### config.mk
export PLATFORM = sky130hd
export DESIGN_NAME = uart_multi_lock_control
export DESIGN_NICKNAME = d
export VERILOG_FILES = /design/src/rtl/uart_multi_lock_control.sv
export SDC_FILE = /design/constraint.sdc
export NUM_CORES = 1
export LEC_CHECK = 0
export ABC_CLOCK_PERIOD_IN_PS = 3400
export BUFFER_PORTS_ARGS = -buffer_cell sky130_fd_sc_hd__buf_2
export CAP_MARGIN = 20
export CORE_MARGIN = 2
export CORE_UTILIZATION = 40
export CTS_BUF_LIST = sky130_fd_sc_hd__clkbuf_16
export DETAILED_ROUTE_END_ITERATION = 16
export PLACE_DENSITY = 0.64
export SLEW_MARGIN = 5
export SYNTH_ARGS = -nofsm -noshare
export SYNTH_HDL_FRONTEND = slang
export SYNTH_SLANG_ARGS = --single-unit
### constraint.sdc
create_clock -name clk -period 3.4 [get_ports clk]
set_input_delay 0.17 -clock clk [delete_from_list [all_inputs] [get_ports clk]]
set_output_delay 0.17 -clock clk [all_outputs]
set_load 0.005 [all_outputs]
### src/rtl/uart_multi_lock_control.sv
// uart_multi_lock_control: UART passcode-driven multi-lock controller.
// Optional macro AUTO_RELOCK_EN adds per-lock auto-relock timers.

module uart_rx #(
  parameter int CLKS_PER_BIT = 434
) (
  input  logic       i_Clock,
  input  logic       i_Reset,
  input  logic       i_Rx_Serial,
  output logic       o_Rx_DV,
  output logic [7:0] o_Rx_Byte
);

  localparam int CW = $clog2(CLKS_PER_BIT + 1);
  localparam logic [CW-1:0] HALF = CW'((CLKS_PER_BIT - 1) / 2);
  localparam logic [CW-1:0] LAST = CW'(CLKS_PER_BIT - 1);

  typedef enum logic [1:0] {
    R_IDLE, R_START, R_DATA, R_STOP
  } rx_st_e;

  rx_st_e      st_q, st_d;
  logic [1:0]  sync_q;
  logic [CW-1:0] cnt_q, cnt_d;
  logic [2:0]  bit_q, bit_d;
  logic [7:0]  byte_q, byte_d;
  logic        dv_q, dv_d;
  logic        rx;

  assign rx        = sync_q[1];
  assign o_Rx_DV   = dv_q;
  assign o_Rx_Byte = byte_q;

  // State and datapath registers, plus a 2-flop input synchronizer
  always_ff @(posedge i_Clock or posedge i_Reset) begin
    if (i_Reset) begin
      st_q   <= R_IDLE;
      sync_q <= 2'b11;
      cnt_q  <= '0;
      bit_q  <= '0;
      byte_q <= '0;
      dv_q   <= 1'b0;
    end else begin
      st_q   <= st_d;
      sync_q <= {sync_q[0], i_Rx_Serial};
      cnt_q  <= cnt_d;
      bit_q  <= bit_d;
      byte_q <= byte_d;
      dv_q   <= dv_d;
    end
  end

  // Next-state: start bit re-checked at mid-bit to reject glitches
  always_comb begin
    st_d = st_q;
    unique case (st_q)
      R_IDLE:  if (!rx) st_d = R_START;
      R_START: if (cnt_q == HALF) st_d = rx ? R_IDLE : R_DATA;
      R_DATA:  if (cnt_q == LAST && bit_q == 3'd7) st_d = R_STOP;
      R_STOP:  if (cnt_q == LAST) st_d = R_IDLE;
      default: st_d = R_IDLE;
    endcase
  end

  // Datapath: bit-time counter, LSB-first shift, one-cycle valid
  always_comb begin
    cnt_d  = cnt_q;
    bit_d  = bit_q;
    byte_d = byte_q;
    dv_d   = 1'b0;
    unique case (st_q)
      R_IDLE: begin
        cnt_d = '0;
        bit_d = '0;
      end
      R_START: cnt_d = (cnt_q == HALF) ? '0 : cnt_q + CW'(1);
      R_DATA: begin
        if (cnt_q == LAST) begin
          cnt_d         = '0;
          byte_d[bit_q] = rx;
          bit_d         = bit_q + 3'd1;
        end else begin
          cnt_d = cnt_q + CW'(1);
        end
      end
      R_STOP: begin
        if (cnt_q == LAST) begin
          cnt_d = '0;
          dv_d  = 1'b1;
        end else begin
          cnt_d = cnt_q + CW'(1);
        end
      end
      default: cnt_d = '0;
    endcase
  end

endmodule

module uart_multi_lock_control #(
  parameter int CLKS_PER_BIT   = 434,
  parameter int NUM_LOCKS      = 4,
  parameter int CODE_LEN       = 4,
  parameter logic [8*CODE_LEN-1:0] PASSCODE = "1234",
  parameter int MAX_FAILS      = 3,
  parameter int LOCKOUT_CYCLES = 50_000_000,
  parameter int RELOCK_CYCLES  = 500_000_000
) (
  input  logic                 clk,
  input  logic                 rst_n,
  input  logic                 rx_pin,
  output logic [NUM_LOCKS-1:0] lock_open,
  output logic                 lockout,
  output logic                 fail_pulse,
  output logic [7:0]           debug_rx_byte,
  output logic                 debug_rx_valid
);

  localparam int IW = (NUM_LOCKS > 1) ? $clog2(NUM_LOCKS) : 1;
  localparam int DW = (CODE_LEN > 1) ? $clog2(CODE_LEN) : 1;
  localparam int FW = $clog2(MAX_FAILS + 1);
  localparam int TW = (LOCKOUT_CYCLES > 1) ? $clog2(LOCKOUT_CYCLES) : 1;

  typedef enum logic [2:0] {
    S_IDLE, S_GET_IDX_OPEN, S_GET_IDX_CLOSE, S_GET_CODE, S_LOCKOUT
  } state_e;

  state_e               state_q, state_d;
  logic [IW-1:0]        idx_q, idx_d;
  logic [DW-1:0]        dig_q, dig_d;
  logic                 mis_q, mis_d;
  logic [FW-1:0]        fcnt_q, fcnt_d;
  logic [TW-1:0]        tmr_q, tmr_d;
  logic                 fp_q, fp_d;
  logic [NUM_LOCKS-1:0] lock_q, lock_d;
  logic [NUM_LOCKS-1:0] set_vec, clr_vec, exp_vec;

  logic          rx_dv;
  logic [7:0]    rx_byte;
  logic          idx_ok;
  logic [IW-1:0] idx_val;
  logic [7:0]    exp_byte;
  logic          mis_now;
  logic          last_dig;
  logic          max_hit;

  uart_rx #(
    .CLKS_PER_BIT(CLKS_PER_BIT)
  ) u_rx (
    .i_Clock    (clk),
    .i_Reset    (~rst_n),
    .i_Rx_Serial(rx_pin),
    .o_Rx_DV    (rx_dv),
    .o_Rx_Byte  (rx_byte)
  );

  assign debug_rx_byte  = rx_byte;
  assign debug_rx_valid = rx_dv;
  assign lock_open      = lock_q;
  assign lockout        = (state_q == S_LOCKOUT);
  assign fail_pulse     = fp_q;

  assign idx_ok   = (rx_byte >= 8'h30) &&
                    (rx_byte < 8'(8'h30 + NUM_LOCKS));
  assign idx_val  = IW'(rx_byte - 8'h30);
  assign mis_now  = mis_q | (rx_byte != exp_byte);
  assign last_dig = (dig_q == DW'(CODE_LEN - 1));
  assign max_hit  = (fcnt_q == FW'(MAX_FAILS - 1));

  // Passcode byte for the current digit, MSB byte first
  always_comb begin
    exp_byte = '0;
    for (int k = 0; k < CODE_LEN; k++) begin
      if (dig_q == DW'(k)) exp_byte = PASSCODE[8*(CODE_LEN-1-k) +: 8];
    end
  end

  // Control and lock state registers
  always_ff @(posedge clk or negedge rst_n) begin
    if (!rst_n) begin
      state_q <= S_IDLE;
      idx_q   <= '0;
      dig_q   <= '0;
      mis_q   <= 1'b0;
      fcnt_q  <= '0;
      tmr_q   <= '0;
      fp_q    <= 1'b0;
      lock_q  <= '0;
    end else begin
      state_q <= state_d;
      idx_q   <= idx_d;
      dig_q   <= dig_d;
      mis_q   <= mis_d;
      fcnt_q  <= fcnt_d;
      tmr_q   <= tmr_d;
      fp_q    <= fp_d;
      lock_q  <= lock_d;
    end
  end

  // Next-state: full code always consumed before judging it
  always_comb begin
    state_d = state_q;
    unique case (state_q)
      S_IDLE: begin
        if (rx_dv && rx_byte == 8'h4F) state_d = S_GET_IDX_OPEN;
        if (rx_dv && rx_byte == 8'h43) state_d = S_GET_IDX_CLOSE;
      end
      S_GET_IDX_OPEN:
        if (rx_dv) state_d = idx_ok ? S_GET_CODE : S_IDLE;
      S_GET_IDX_CLOSE:
        if (rx_dv) state_d = S_IDLE;
      S_GET_CODE: begin
        if (rx_dv && last_dig)
          state_d = (mis_now && max_hit) ? S_LOCKOUT : S_IDLE;
      end
      S_LOCKOUT:
        if (tmr_q == '0) state_d = S_IDLE;
      default: state_d = S_IDLE;
    endcase
  end

  // Outputs/datapath: lock set/clear strobes, fail tally, lockout timer
  always_comb begin
    idx_d   = idx_q;
    dig_d   = dig_q;
    mis_d   = mis_q;
    fcnt_d  = fcnt_q;
    tmr_d   = tmr_q;
    fp_d    = 1'b0;
    set_vec = '0;
    clr_vec = '0;
    unique case (state_q)
      S_GET_IDX_OPEN: begin
        if (rx_dv && idx_ok) begin
          idx_d = idx_val;
          dig_d = '0;
          mis_d = 1'b0;
        end
      end
      S_GET_IDX_CLOSE: begin
        if (rx_dv && idx_ok) clr_vec = NUM_LOCKS'(1) << idx_val;
      end
      S_GET_CODE: begin
        if (rx_dv) begin
          mis_d = mis_now;
          dig_d = dig_q + DW'(1);
          if (last_dig) begin
            dig_d = '0;
            if (mis_now) begin
              fp_d = 1'b1;
              if (max_hit) begin
                fcnt_d = '0;
                tmr_d  = TW'(LOCKOUT_CYCLES - 1);
              end else begin
                fcnt_d = fcnt_q + FW'(1);
              end
            end else begin
              fcnt_d  = '0;
              set_vec = NUM_LOCKS'(1) << idx_q;
            end
          end
        end
      end
      S_LOCKOUT: begin
        if (tmr_q != '0) tmr_d = tmr_q - TW'(1);
      end
      default: ;
    endcase
    lock_d = (lock_q & ~clr_vec & ~exp_vec) | set_vec;
  end

`ifdef AUTO_RELOCK_EN
  localparam int RW = (RELOCK_CYCLES > 1) ? $clog2(RELOCK_CYCLES) : 1;

  logic [RW-1:0] rl_q [NUM_LOCKS];
  logic [RW-1:0] rl_d [NUM_LOCKS];

  // Relock timers: reload on every open, expire an open lock at zero
  always_comb begin
    for (int i = 0; i < NUM_LOCKS; i++) begin
      exp_vec[i] = lock_q[i] && (rl_q[i] == '0);
      if (set_vec[i])
        rl_d[i] = RW'(RELOCK_CYCLES - 1);
      else if (rl_q[i] != '0)
        rl_d[i] = rl_q[i] - RW'(1);
      else
        rl_d[i] = '0;
    end
  end

  // Relock timer registers
  always_ff @(posedge clk or negedge rst_n) begin
    if (!rst_n) begin
      for (int i = 0; i < NUM_LOCKS; i++) rl_q[i] <= '0;
    end else begin
      for (int i = 0; i < NUM_LOCKS; i++) rl_q[i] <= rl_d[i];
    end
  end
`else
  assign exp_vec = '0;
`endif

endmodule

# Word level (Yosys, flattened, before mapping)
# Cells that the tools add are included.
dict set report op_classes {
  add_sub_neg 6
  order_cmp 4
  n_eq_ne 33
  n_shift 2
  n_mux 54
  bitwise 4
  reduce_logical 25
}
# cell n
set op_table {}
lappend op_table {{2-to-1 mux 26 bit} 5}
lappend op_table {{case mux 26 bit (2 select lines)} 1}
lappend op_table {{case mux 9 bit (3 select lines)} 1}
lappend op_table {{logical NOT 26 bit} 1}
lappend op_table {{nonzero test 26 bit} 1}
lappend op_table {{subtractor 26 x 1 -> 26 bit (second input constant)} 1}
lappend op_table {{2-to-1 mux 3 bit} 8}
lappend op_table {{2-to-1 mux 4 bit} 6}
lappend op_table {{2-to-1 mux 6 bit} 4}
lappend op_table {{2-to-1 mux 2 bit} 11}
lappend op_table {{2-to-1 mux 9 bit} 2}
lappend op_table {{!= test 2 x 1 -> 1 bit (second input constant)} 9}
lappend op_table {{equality test 8 x 7 -> 1 bit (second input constant)} 2}
lappend op_table {{case mux 3 bit (5 select lines)} 1}
lappend op_table {{!= test 2 bit (second input constant)} 6}
lappend op_table {{equality test 2 bit (second input constant)} 5}
lappend op_table {{adder 9 x 1 -> 9 bit (second input constant)} 1}
lappend op_table {{equality test 9 x 8 -> 1 bit (second input constant)} 1}
lappend op_table {{equality test 9 bit (second input constant)} 1}
lappend op_table {{2-to-1 mux 1 bit} 9}
lappend op_table {{bitwise mux 8 bit} 1}
lappend op_table {{greater-or-equal comparator 8 x 6 -> 1 bit (second input constant)} 1}
lappend op_table {{logical AND 1 bit} 8}
lappend op_table {{less-than comparator 8 x 6 -> 1 bit (second input constant)} 1}
lappend op_table {{30 further kinds} 41}
dict set report word_totals {
  reg_bits 66
  out_inout_bits 15
  wordCells 142
}

# Logic depth before layout (Yosys ltp)
dict set report logic_depth {
  word_depth 12
  ltp_mapped 9
  depth_no_buf 8
}

# By module
# Synthesis repeated with hierarchy kept, for this count alone.
dict set report unflattened {
  cells_unflattened 380
  area_unflattened_um2 3804.9
}
# mod n_inst cells_each area_each_um2 seq_area_each_um2
set by_module_without_submodules {}
lappend by_module_without_submodules {uart_multi_lock_control 1 260 2456.1 1026.0}
lappend by_module_without_submodules {uart_rx 1 120 1348.8 628.1}

# Worst setup path before layout
# No wires, ideal clock.
dict set report synth_path {
  kind {reg-to-reg}
  startpoint {register tmr_q[15]}
  endpoint {register tmr_q[16]}
  setup_time_ps 128
  t_arrival_ps 2299
  t_required_ps 3272
  path_slack_ps 973
  stages_incl_launch_ff 7
  path_buffers 1
  synth_period_minus_slack_ps 2427
  cell_sequence {dfrtp_1 -> or4_4 -> or4_4 -> buf_6 -> o31ai_4 -> nor4_1 -> mux2_1}
}
dict set report synth_via {
  elab_chain_len 3
  elab_cells_between_ends 6
  classes_between {add/sub (1); eq/ne (1); mux (2); reduce/logical (2)}
}
# element line
set synth_rtl {}
lappend synth_rtl {{start: declaration} 133} ;# logic [TW-1:0] tmr_q, tmr_d;
lappend synth_rtl {{start signal: assignment} 195} ;# tmr_q <= tmr_d;
lappend synth_rtl {{subtractor 26 x 1 -> 26 bit / nonzero test 26 bit (equally long branches)} 266} ;# if (tmr_q != '0) tmr_d = tmr_q - TW'(1);
lappend synth_rtl {{2-to-1 mux 26 bit / != test 2 x 1 -> 1 bit (equally long branches)} n/a}
lappend synth_rtl {{case mux 26 bit (2 select lines) / AND reduction 6 bit (equally long branches)} n/a}
# Several ways; a longest one is shown, not always the timed one. The select of a mux whose other input is x is not followed.
# A chain may end at the register's enable or synchronous reset.

# Worst setup path in the final report
dict set report layout_path {
  startpoint {register tmr_q[6]}
  endpoint {register tmr_q[9]}
}
# Same word-level chain as after synthesis.

==> metrics.md <==
| Metric | Value |
|---|---|
| DRT iter0 DRCs | `130` |
| Avg Cell Area, Syn | `9.85 sq um` |
| Layout cells sized above 1 | `15.1%` |
| First-pass GRT wire length | `13,500 microns` |
| R2R Setup Slk | `0.77 ns` |
| Crit-path max FO | `11` |
| Overall Power | `1.86 mW` |
| Maxcap violations | `0` |
| Total Nets Final | `406` |
| Number of global-route vias before repair | `2,771` |
| Initial Util | `41.7%` |
| Cell row count | `34` |
| Syn Std Cell Area | `0.00367 sq mm` |
| Yosys top cell area share | `43.6%` |
| Total CTS buffers | `9` |
| Slew headroom | `52.7%` |
| GP Congestion | `0.850` |
| Initial antenna violation count | `0` |
| Main synth FF type | `dfrtp_1` |
| Yosys top cell by area | `dfrtp_1` |
| Setup slack after layout | `0.772 ns` |
| PwrDens | `442 mW/mm^2` |
| Root buf cell | `clkbuf_16` |
| RSZ-0062 raised after global routing | `no` |
| Inst Count DP | `488` |
| YS warnings | `0` |
| Post-synth EDFFs | `0` |
| Die Y | `99.8 microns` |
| CTS tree | `built` |
| Htree depth | `3` |
| Clk pin slew, worst setup/hold paths | `0.06 ns` |
| Peak VDD IR | `0.000250 V` |
| Layout Utilization | `47.9%` |
| R2r startpoint | `tmr_q[6]` |
| Most frequent cells in the layout | `64 x dfrtp_1, 40 x nor2_1, 21 x nand2_1` |
| Buffers on Ports | `17` |
| Largest net degree at the start of global routing | `42` |
| Final hold vios | `0` |
| Die area | `0.00996 sq mm` |
| First-pass DRT Iterations | `4` |
| Fillers | `814` |
| Gr usage total | `16.9%` |
| Gate count after technology mapping | `373` |
| Final Skew | `0.00860 ns` |
| WL per Instance | `15.0 microns` |
| R2r worst-path depth | `6` |
| Synth Net Count | `386` |
| Clock sinks | `66` |
| Pre-CTS setup slack | `0.782 ns` |
| Post-synth cell types | `52` |
| Critical path launch point type | `register` |
| Antenna cells | `0` |
| Hold path depth | `0` |
| Hpwl dp | `5230 microns` |
| Status | `finished clean` |
| WL final | `7590 microns` |
| Asr flop ratio synth | `100%` |
| Hold Startpoint | `u_rx.sync_q[0]` |
| CP Data Arrival Time | `2.88 ns` |
| Cell Count, Final, Fillers Out | `506` |
| Most common cell after layout, fill and taps aside | `dfrtp_1` |
| CP Class | `register to register` |
| Crit end category | `register` |
| TNS Setup | `0 ns` |
| #FFs+latches synth | `66` |
| Register area share after synthesis | `45.0%` |
| Hold WC Path Type | `register to register` |
| DR vias/cell | `5.74` |
| Final Critical Period | `2.63 ns` |
| # setup viols final | `0` |
| Total core area | `0.00881 sq mm` |
| Fin crit share | `77.3%` |
| Post_cts resized | `0` |
| Synthesis-to-layout area growth | `14.8%` |
| Die X | `99.8 microns` |
| Drc violations | `0` |
| F_max | `0.380 GHz` |
| CTS max path bufs | `2` |
| Worst-Margin Slew | `0.710 ns` |
| Global route overflow | `0` |
| ANT nets after route | `0` |
| Reg-to-reg critical path endpoint | `tmr_q[9]` |
| Top post-synthesis cells by area | `dfrtp_1 44%, nor2_1 4.1%, mux2i_1 3.8%` |
| Clock latency on the worst-skew pair | `0.33 ns` |
| Post-CTS Setup Bufs | `0` |
| Pins Over Slew Limit | `0` |
| Required @ worst endpoint | `3.65 ns` |
| Min-Delay Endpoint | `u_rx.sync_q[1]` |
| I/O pin cnt | `18` |
| Leak pwr | `1.93 nW` |
| Via count | `2,902` |
==> kinds of logic after synthesis <==
kind of cell	Yosys count	share of synthesized area (%)
buf+inv	32	3.88
compound gates	68	13.9
flops	66	45.0
mux	23	6.58
xor+xnor	9	2.15
simple gates	165	25.1
fa+ha+maj	10	3.41
==> Yosys cell counts (all sizes together), types with 10 or more instances <==
| cell | count |
|---|---|
| and2 | 12 |
| clkbuf | 12 |
| dfrtp | 64 |
| ha | 10 |
| inv | 17 |
| mux2i | 14 |
| nand2 | 22 |
| nand3 | 18 |
| nor2 | 40 |
| nor3 | 15 |
| o21ai | 11 |
| o31ai | 20 |
| or4 | 12 |
==> state kept, by name, indices dropped and copies added, names as in the netlist, named ones only <==
name	cells
tmr_q	26
u_rx.cnt_q	9
u_rx.o_Rx_Byte	8
lock_open	4
state_q	3
u_rx.bit_q	3
dig_q	2
fcnt_q	2
idx_q	2
u_rx.sync_q	2
fail_pulse	1
mis_q	1
u_rx.o_Rx_DV	1
u_rx.st_q	1
==> worst max-delay path, stage by stage, from the launching register on <==
cell and delay, ns:
dfrtp_1 0.42, nor4_1 0.65, nand4_1 0.44, o31ai_4 0.46
buf_4 0.26, or4_1 0.14, mux2i_1 0.17
==> layout make-up <==
| cell class | instances | area (sq um) | area share (%) |
|---|---|---|---|
| timing repair buffer | 24 | 143 | 3.38 |
| sequential | 66 | 1650 | 39.3 |
| multi-input combinational | 275 | 1880 | 44.5 |
| tap | 108 | 135 | 3.21 |
| inverter | 17 | 63.8 | 1.51 |
| clock inverter | 7 | 118 | 2.79 |
| clock buffer | 9 | 225 | 5.34 |
==> metal layers <==
layer	up-vias	track usage [%]	wire [microns]
met5	-	0	0
met4	0	5.80	130
met3	12	3.90	241
met2	43	27.1	3640
met1	1437	22.6	3570
li1	1410	-	-
==> power by group <==
| group | internal, mW | switching (mW) | leakage [nW] |
|---|---|---|---|
| clock network | 0.714 | 0.340 | 0.158 |
| registers | 0.788 | 0.00104 | 0.901 |
| logic | 0.00343 | 0.0167 | 0.869 |
==> metrics by stage <==
step / instance area [sq um] / hold slack [ns]
after global placement: 3850 / 0.206
final: 4210 / 0.354
after global routing: 4210 / 0.361
after CTS: 4210 / 0.357
after detailed placement: 3850 / 0.213
after floorplan: 3670 / -0.126
==> timing repair <==
| action | in CTS | in global routing |
|---|---|---|
| endpoints found under the setup margin | 0 | 0 |
| endpoints found under the hold margin | 26 | 0 |
| hold buffers | 2 | 0 |
==> worst max-delay path by stage <==
stage                         start         to  slack (ns)
after CTS                 tmr_q[15]   tmr_q[9]        0.78
after global routing       tmr_q[6]   tmr_q[9]        0.52
final                      tmr_q[6]   tmr_q[9]        0.77
after global placement    tmr_q[15]   tmr_q[9]        0.83
after floorplan           tmr_q[15]  tmr_q[16]        0.97
after detailed placement  tmr_q[15]   tmr_q[9]        0.78
Power figures use the tool's default switching activity.
